===== src/rtl/fifo_byte_reader_pkg.sv =====
// Shared types and constants for the FIFO read-side byte drain engine.
// Provides the byte-count helper, serializer state encoding and marker default.
package fifo_byte_reader_pkg;

    typedef enum logic [1:0] {
        ST_IDLE = 2'd0,
        ST_SYNC = 2'd1,
        ST_DATA = 2'd2
    } ser_state_t;

    localparam logic [7:0] SYNC_BYTE_DEFAULT = 8'hA5;

    function automatic int bytes_of(input int width);
        return width / 8;
    endfunction

endpackage


===== src/rtl/fifo_byte_reader_word_serializer.sv =====
// Serializes one DATA_WIDTH word into bytes, MSB first, on a valid/ready stream.
// Ports: clk, rst (sync, active-high); load_valid/load_data in, load_ready out
// (word can be taken this cycle); m_data, m_valid, m_last out, m_ready in.
// Build option FIFO_READER_SYNC_EN: prefix every word with one SYNC_BYTE beat.
module word_serializer
    import fifo_byte_reader_pkg::*;
#(
    parameter int         DATA_WIDTH = 24,
    parameter logic [7:0] SYNC_BYTE  = SYNC_BYTE_DEFAULT
) (
    input  logic                  clk,
    input  logic                  rst,
    input  logic                  load_valid,
    input  logic [DATA_WIDTH-1:0] load_data,
    output logic                  load_ready,
    output logic [7:0]            m_data,
    output logic                  m_valid,
    input  logic                  m_ready,
    output logic                  m_last
);

    localparam int BYTES = bytes_of(DATA_WIDTH);
    localparam int IW    = $clog2(BYTES);
    localparam logic [IW-1:0] LAST_IDX = IW'(BYTES - 1);

    ser_state_t            state;
    logic [DATA_WIDTH-1:0] shreg;
    logic [IW-1:0]         idx;
    logic                  releasing;
    logic                  do_load;

    // The last data byte leaves this cycle, so a new word may land
    // in the same edge and keep m_valid high without a bubble.
    assign releasing  = (state == ST_DATA) && m_ready && (idx == LAST_IDX);
    assign load_ready = (state == ST_IDLE) || releasing;
    assign do_load    = load_valid && load_ready;

    always_ff @(posedge clk) begin
        if (rst) begin
            state   <= ST_IDLE;
            shreg   <= '0;
            idx     <= '0;
            m_data  <= 8'h00;
            m_valid <= 1'b0;
            m_last  <= 1'b0;
        end else if (do_load) begin
            idx     <= '0;
            m_valid <= 1'b1;
            m_last  <= 1'b0;
`ifdef FIFO_READER_SYNC_EN
            state   <= ST_SYNC;
            shreg   <= load_data;
            m_data  <= SYNC_BYTE;
`else
            // shreg keeps only the bytes not yet presented
            state   <= ST_DATA;
            shreg   <= load_data << 8;
            m_data  <= load_data[DATA_WIDTH-1 -: 8];
`endif
        end else begin
            unique case (state)
                ST_IDLE: begin
                    m_valid <= 1'b0;
                end
                ST_SYNC: begin
                    if (m_ready) begin
                        state  <= ST_DATA;
                        m_data <= shreg[DATA_WIDTH-1 -: 8];
                        shreg  <= shreg << 8;
                        m_last <= 1'b0;
                    end
                end
                ST_DATA: begin
                    if (m_ready) begin
                        if (idx == LAST_IDX) begin
                            state   <= ST_IDLE;
                            m_valid <= 1'b0;
                            m_data  <= 8'h00;
                            m_last  <= 1'b0;
                        end else begin
                            idx    <= idx + IW'(1);
                            m_data <= shreg[DATA_WIDTH-1 -: 8];
                            shreg  <= shreg << 8;
                            m_last <= ((idx + IW'(1)) == LAST_IDX);
                        end
                    end
                end
                default: begin
                    state   <= ST_IDLE;
                    m_valid <= 1'b0;
                end
            endcase
        end
    end

endmodule


===== src/rtl/fifo_byte_reader.sv =====
// Read-side drain engine: pops FIFO words and streams them as bytes, MSB first.
// Ports: clk, rst (sync, active-high); fifo_rd_en out, fifo_rd_data and
// fifo_rd_empty in; m_data, m_valid, m_last out, m_ready in.
// Build option FIFO_READER_SYNC_EN: each word is preceded by a SYNC_BYTE beat.
module fifo_byte_reader
    import fifo_byte_reader_pkg::*;
#(
    parameter int         DATA_WIDTH = 24,
    parameter logic [7:0] SYNC_BYTE  = SYNC_BYTE_DEFAULT
) (
    input  logic                  clk,
    input  logic                  rst,
    output logic                  fifo_rd_en,
    input  logic [DATA_WIDTH-1:0] fifo_rd_data,
    input  logic                  fifo_rd_empty,
    output logic [7:0]            m_data,
    output logic                  m_valid,
    input  logic                  m_ready,
    output logic                  m_last
);

    if ((DATA_WIDTH % 8) != 0 || DATA_WIDTH < 16) begin : g_bad_width
        $error("fifo_byte_reader: DATA_WIDTH must be a multiple of 8, >= 16");
    end

    logic                  inflight;
    logic                  hold_valid;
    logic [DATA_WIDTH-1:0] hold_data;
    logic                  load_valid;
    logic [DATA_WIDTH-1:0] load_data;
    logic                  load_ready;

    // One read outstanding at most, and only when there is a place
    // (shift or hold) guaranteed to take the returning word.
    assign fifo_rd_en = !rst && !fifo_rd_empty && !inflight && !hold_valid;

    // hold and inflight are mutually exclusive: a pop needs hold empty,
    // and hold is only ever filled from the inflight word.
    assign load_valid = hold_valid || inflight;
    assign load_data  = hold_valid ? hold_data : fifo_rd_data;

    always_ff @(posedge clk) begin
        if (rst) begin
            inflight   <= 1'b0;
            hold_valid <= 1'b0;
            hold_data  <= '0;
        end else begin
            inflight <= fifo_rd_en;
            if (hold_valid && load_ready) begin
                hold_valid <= 1'b0;
            end else if (inflight && !load_ready) begin
                hold_data  <= fifo_rd_data;
                hold_valid <= 1'b1;
            end
        end
    end

    word_serializer #(
        .DATA_WIDTH (DATA_WIDTH),
        .SYNC_BYTE  (SYNC_BYTE)
    ) u_ser (
        .clk        (clk),
        .rst        (rst),
        .load_valid (load_valid),
        .load_data  (load_data),
        .load_ready (load_ready),
        .m_data     (m_data),
        .m_valid    (m_valid),
        .m_ready    (m_ready),
        .m_last     (m_last)
    );

endmodule


===== config.mk =====
export PLATFORM = sky130hd
export DESIGN_NAME = fifo_byte_reader
export DESIGN_NICKNAME = d
export VERILOG_FILES = /design/src/rtl/fifo_byte_reader_pkg.sv /design/src/rtl/fifo_byte_reader_word_serializer.sv /design/src/rtl/fifo_byte_reader.sv
export SDC_FILE = /design/constraint.sdc
export NUM_CORES = 1
export LEC_CHECK = 0
export CAP_MARGIN = 25
export CORE_AREA = 2 2 56 111
export CTS_CLUSTER_DIAMETER = 30
export DETAILED_ROUTE_END_ITERATION = 10
export DIE_AREA = 0 0 58 113
export PLACE_DENSITY = 0.65
export SLEW_MARGIN = 20
export SYNTH_ARGS = -nofsm -noshare
export SYNTH_HDL_FRONTEND = slang
export SYNTH_SLANG_ARGS = --single-unit

===== constraint.sdc =====
create_clock -name clk -period 3.3 [get_ports clk]
set_clock_uncertainty 0.05 [all_clocks]
set_input_delay 0.66 -clock clk [delete_from_list [all_inputs] [get_ports clk]]
set_output_delay 0.66 -clock clk [all_outputs]
set_load 0.02 [all_outputs]

==> flow_summary.yaml, run 1 <==
sta:
  drv_slew: 0
  timing.final.crit_period_ns: 2.595
  setup_viol: 0
  hold_viol: 0
  rsz0062_at_grt: "no"
  relSlewSlack_pct: 50.16
  fin_tns_setup_ns: 0
  worst_pin_slew_ns: 0.7477
  clock.fmax_mhz: 385.3
  post-route-period-util_pct: 78.65
drt:
  routedWlPerCell_um: 14.45
  via_per_inst: 5.463
  detail-route-antenna-nets: 0
  first_iter_violations: 88
  wirelength_um: 5304
  vias: 2005
  drc: 0
  first_pass_iters: 5
synthesis:
  synth.distinct_cells: 32
  netlist_area_mm2: 0.002401
  synth_area_per_cell_um2: 8.731
  yosys_warnings: 0
  ys_seq_area_share_pct: 45.86
  syn_nets: 305
  synth-seq-cells: 55
  syn_inst: 275
power:
  power_density_mw_per_mm2: 496.2
  vdd_drop_max_mv: 0.4336
  p_leak_nw: 1.072
job:
  maxCapViolCount: 0
floorplan:
  io_pins: 39
  fp.coreArea_mm2: 0.005660
  die_w_um: 58
  die-area_mm2: 0.006554
  num_rows: 39
  initial_utilization_pct: 42.42
  chipHeight_um: 113
final_layout:
  fillCellCount: 570
  fin_area_mm2: 0.002937
  antenna_cells: 0
  final-seq-area_mm2: 0.001101
  layout-drive-gt1-share_pct: 8.497
  nets: 336
  multi_input_area_mm2: 0.001182
  final_cells: 367
  areaGrowthSynthToFinish_pct: 22.30
placed_design:
  place_congestion: 0.7109
  place_hpwl_um: 3732
  portBuffers: 38
  dpl_cell_area_mm2: 0.002793
  place_inst: 360
global_route:
  grt_pass1_vias: 2003
  grt_max_degree: 48
  grt.total_usage_pct: 18.10
  grt_pass1_wl_um: 9163
  overflow: 0
  antenna_found_initial: 0
critical_path:
  required_ns: 2.59
  startpoint_type: "input port"
  end_kind: "output port"
  crit_type: "in -> out"
  crit_fanout: 2
  timing.reg2reg.setup_slack_ns: 1.36
  worstPathArrival_ns: 1.89
cts:
  clk_latency_ns: 0.29
  numCtsBuffers: 5
  cts-htree-levels: 2
  cts.hold.buffers_added: 0
  clkSinkCount: 55
  cts_root_buf: "clkbuf_16"
  post_cts_buffers: 0
  ctsResizeCount: 0
  clk_pin_slew_ns: 0.07
  tritoncts: "done"
  clockBufferDepth: 2
worst_hold_path:
  worstHoldPathType: "reg -> reg"
run_status:
  status: "finished, final reports clean"
-- power breakdown --
part	switching, mW	total, mW	internal (mW)
logic	0.115	0.219	0.104
registers	0.0193	0.716	0.696
clock network	0.226	0.523	0.297
-- cells by family after synthesis --
logic type,synth area share [%]
compound gates,23.19
xor+xnor,0.3648
fa+ha+maj,1.042
buf+inv,4.898
flops,45.86
mux,7.504
simple gates,17.14
-- sequential cells by signal (all words and copies together), names as in the netlist --
register and cells:
u_ser.m_data 8, u_ser.state 1, u_ser.m_valid 1, inflight 1, u_ser.m_last 1, hold_valid 1, u_ser.idx 2, hold_data 24
u_ser.shreg 16
-- path summary, 6_finish.rpt --
kind / from / to / depth (start not counted)
worst max-delay path: rst / fifo_rd_en / 3
worst min-delay path: hold_data[4]$_SDFFE_PP0P_ / hold_data[4]$_SDFFE_PP0P_ / 2
worst max register to register: hold_valid$_SDFFE_PP0P_ / u_ser.shreg[23]$_SDFFE_PP0P_ / 5
worst min register to register: hold_data[4]$_SDFFE_PP0P_ / hold_data[4]$_SDFFE_PP0P_ / 2
-- area by class of cell --
cell class	instances	area share [%]
clock buffers	6	4.729
inverters	4	0.5113
well taps	61	2.599
flip-flops and latches	55	37.49
multi-input cells	197	40.26
clock inverters	1	0.1704
repair buffers	43	14.23
-- synthesized netlist by cell type --
master	count	area, um2
o32ai_1	8	70.07
buf_6	3	33.78
buf_2	7	35.03
mux2i_1	9	90.09
clkbuf_1	9	33.78
nor2_1	20	75.07
o21a_1	2	15.01
inv_1	3	11.26
o211a_1	8	80.08
xnor2_1	1	8.760
ha_1	2	25.02
mux2_2	8	90.09
a22oi_1	8	60.06
nand3_1	1	5.000
or2_1	1	6.260
a21oi_1	33	165.2
and3_1	1	6.260
o22ai_1	8	50.05
nor3_1	5	25.02
a211oi_1	8	60.06
nand2b_1	1	6.260
nand2_4	1	11.26
nand2_2	1	6.260
dfxtp_1	55	1101
a2111oi_0	1	8.760
a21bo_2	1	10.01
o21ai_4	1	16.27
clkinv_1	1	3.750
nor2b_1	9	56.30
o211ai_2	1	12.51
nand2_1	57	214.0
a21oi_2	1	8.760
-- placed cells by master (no fill, tap or decap), drive strengths merged, types with 2 or more instances in the layout --
master,synthesis,layout
o211a,8,8
inv,3,3
a211oi,8,8
clkbuf,9,6
a21oi,34,34
ha,2,2
nor2,20,20
clkdlybuf4s50,0,38
mux2,8,8
a22oi,8,8
o21a,2,2
dfxtp,55,55
o22ai,8,8
buf,10,5
o32ai,8,8
mux2i,9,9
nor2b,9,9
nand2,59,59
clkinv,1,2
nor3,5,5
-- worst max-delay path, cell delays in order --
cell             delay [ns]
clkdlybuf4s50_1        0.41
nor3_1                 0.18
clkdlybuf4s50_1        0.63
-- routing by layer --
layer	routed length [um]	GRT usage, %	up-vias	share of wire (%)
li1	-	-	1029	-
met2	2846	31.82	45	54
met3	214	4.229	10	4.0
met5	0	0	-	0
met4	146	9.302	0	2.8
met1	2096	19.44	921	40
-- stage by stage --
step | worst slack [ns] | util (%) | hold slack (ns) | total power [mW]
after floorplan | 1.232 | - | 0.3829 | 0.8645
after global placement | 0.6899 | 49.34 | 0.3893 | 0.9482
after detailed placement | 0.6701 | 49.34 | 0.3973 | 0.9520
after CTS | 0.7007 | 51.88 | 0.4067 | 1.479
after global routing | 0.6614 | 51.88 | 0.4247 | 1.527
final | 0.7047 | 51.88 | 0.4029 | 1.457
Note: power is estimated with default switching activity, not from simulation.
==> run 2, diff against run 1 <==
==> constraint.sdc (replaced) <==
create_clock -name clk -period 2.6 [get_ports clk]
set_clock_uncertainty 0.05 [all_clocks]
set_input_delay 0.52 -clock clk [delete_from_list [all_inputs] [get_ports clk]]
set_output_delay 0.52 -clock clk [all_outputs]
set_load 0.02 [all_outputs]
==> run 2 against run 1 <==
Hold slack is essentially flat. Cell count grew 0.54%. Via count grew 1.2%. Sequential cell count is the same. Highest routed layer unchanged.
==> flow_summary.yaml, run 2 (synthesized netlist as in run 1, its figures left out) <==
run_status:
  status: "finished, final reports clean"
power:
  pwr-share-seq_pct: 48.5
  power_density_mw_per_mm2: 633.4
  vdd_drop_max_mv: 0.5832
  p_comb_share_pct: 15.0
  clock_power_share_pct: 36.5
  p_sw_share_pct: 25.18
  p_int_mw: 1.401
  p_leak_nw: 1.082
  power_switching_mw: 0.4713
final_layout:
  layout-drive-gt1-share_pct: 9.091
  final_common_cell: "nand2_1"
  largest_reg_flops: 24
  top_register: "hold_data"
  final_cell_mix: "nand2_1, dfxtp_1, clkdlybuf4s50_1"
  antenna_cells: 0
  areaGrowthSynthToFinish_pct: 23.08
  top_regs: "hold_data (24), u_ser.shreg (16), u_ser.m_data (8)"
  nets: 338
floorplan:
  initial_utilization_pct: 42.42
  die_w_um: 58
  fp.coreArea_mm2: 0.005660
  io_pins: 39
  chipHeight_um: 113
  die-area_mm2: 0.006554
  num_rows: 39
drt:
  vias: 2029
  first_pass_iters: 4
  first_iter_violations: 77
  drc: 0
  wirelength_um: 5265
  routedWlPerCell_um: 14.27
  via_per_inst: 5.499
  detail-route-antenna-nets: 0
global_route:
  antenna_found_initial: 0
  grt_pass1_wl_um: 9066
  grt.total_usage_pct: 17.96
  overflow: 0
  grt_max_degree: 48
  grt_pass1_vias: 2065
sta:
  post-route-period-util_pct: 89.93
  rsz0062_at_grt: "no"
  worst_pin_slew_ns: 0.9283
  hold_viol: 0
  fin_tns_setup_ns: 0
  setup_viol: 0
  drv_slew: 0
  clock.fmax_mhz: 427.7
  relSlewSlack_pct: 38.11
  timing.final.crit_period_ns: 2.338
  setup_ws_ns: 0.2619
placed_design:
  post-place-ws_ns: 0.1329
  place_congestion: 0.7237
  portBuffers: 38
  place_hpwl_um: 3689
critical_path:
  cpMostUsedCell: "clkdlybuf4s50_1"
  cp_slowest_stage_delay_ns: 0.63
  worstPathArrival_ns: 1.77
  cp.buffers_inverters: 2
  cpLargestDelayFamily: "buffers and inverters"
  crit_fanout: 2
  startpoint_type: "input port"
  crit_type: "in -> out"
  required_ns: 2.03
  slowest_stage: "clkdlybuf4s50_1"
  end_kind: "output port"
  crit_chain: "clkdlybuf4s50_1, nor3_1, clkdlybuf4s50_1"
cts:
  cts_root_buf: "clkbuf_16"
  clk_latency_ns: 0.29
  clockBufferDepth: 2
  clk_pin_slew_ns: 0.07
  post_cts_buffers: 0
  ctsResizeCount: 0
  cts-htree-levels: 2
  tritoncts: "done"
  cts.hold.buffers_added: 0
  numCtsBuffers: 5
  clkSinkCount: 55
worst_hold_path:
  worstHoldPathType: "reg -> reg"
job:
  maxCapViolCount: 0
run 2: path summary, 6_finish.rpt:
path / startpoint / to / slack, ns / cells after the start
worst min register to register: hold_data[3]$_SDFFE_PP0P_ / hold_data[3]$_SDFFE_PP0P_ / 0.40 / 2
worst max-delay path: rst / fifo_rd_en / 0.26 / 3
worst max register to register: u_ser.idx[0]$_SDFFE_PP0P_ / hold_data[0]$_SDFFE_PP0P_ / 0.60 / 6
worst min-delay path: hold_data[3]$_SDFFE_PP0P_ / hold_data[3]$_SDFFE_PP0P_ / 0.40 / 2
run 2: area by class of cell:
class	count	area, um2
Tap cell	61	76.32
Multi-Input combinational cell	197	1182
Timing Repair Buffer	45	432.9
Inverter	4	15.01
Fill cell	580	2705
Sequential cell	55	1101
Clock buffer	6	138.9
Clock inverter	1	8.758
run 2: metrics by stage:
stage                     util (%)  cells  total power [mW]  area, um2  hold WS [ns]
after floorplan                  -    275             1.097       2401        0.3829
after global placement       49.60    362             1.207       2808        0.3892
after detailed placement     49.60    362             1.210       2808        0.3930
after CTS                    52.21    369             1.898       2955        0.4035
after global routing         52.21    369             1.959       2955        0.4228
final                        52.21    369             1.872       2955        0.4028
run 2: layer usage:
metal	part of all wire [%]	routed length [um]	vias to the layer above	GRT usage, %
met5	0	0	-	0
met4	3.7	193	0	10.23
met3	3.7	194	13	4.114
met2	54	2840	41	32.42
met1	39	2037	943	18.05
li1	-	-	1032	-
run 2: worst reg2reg max path, stage by stage (launching register included):
cell and delay [ns]:
dfxtp_1 0.37, inv_1 0.06, ha_1 0.25, nand2_1 0.13
and3_1 0.79, nand2_1 0.13, a21oi_1 0.15
run 2: power by group through the flow:
stage                     Sequential [mW]  Combinational (mW)  Clock [mW]
final                               0.909               0.280       0.683
after global routing                0.913               0.311       0.735
after CTS                           0.909               0.283       0.707
after floorplan                     0.939               0.158           0
after detailed placement            0.928               0.282           0
after global placement              0.927               0.280           0
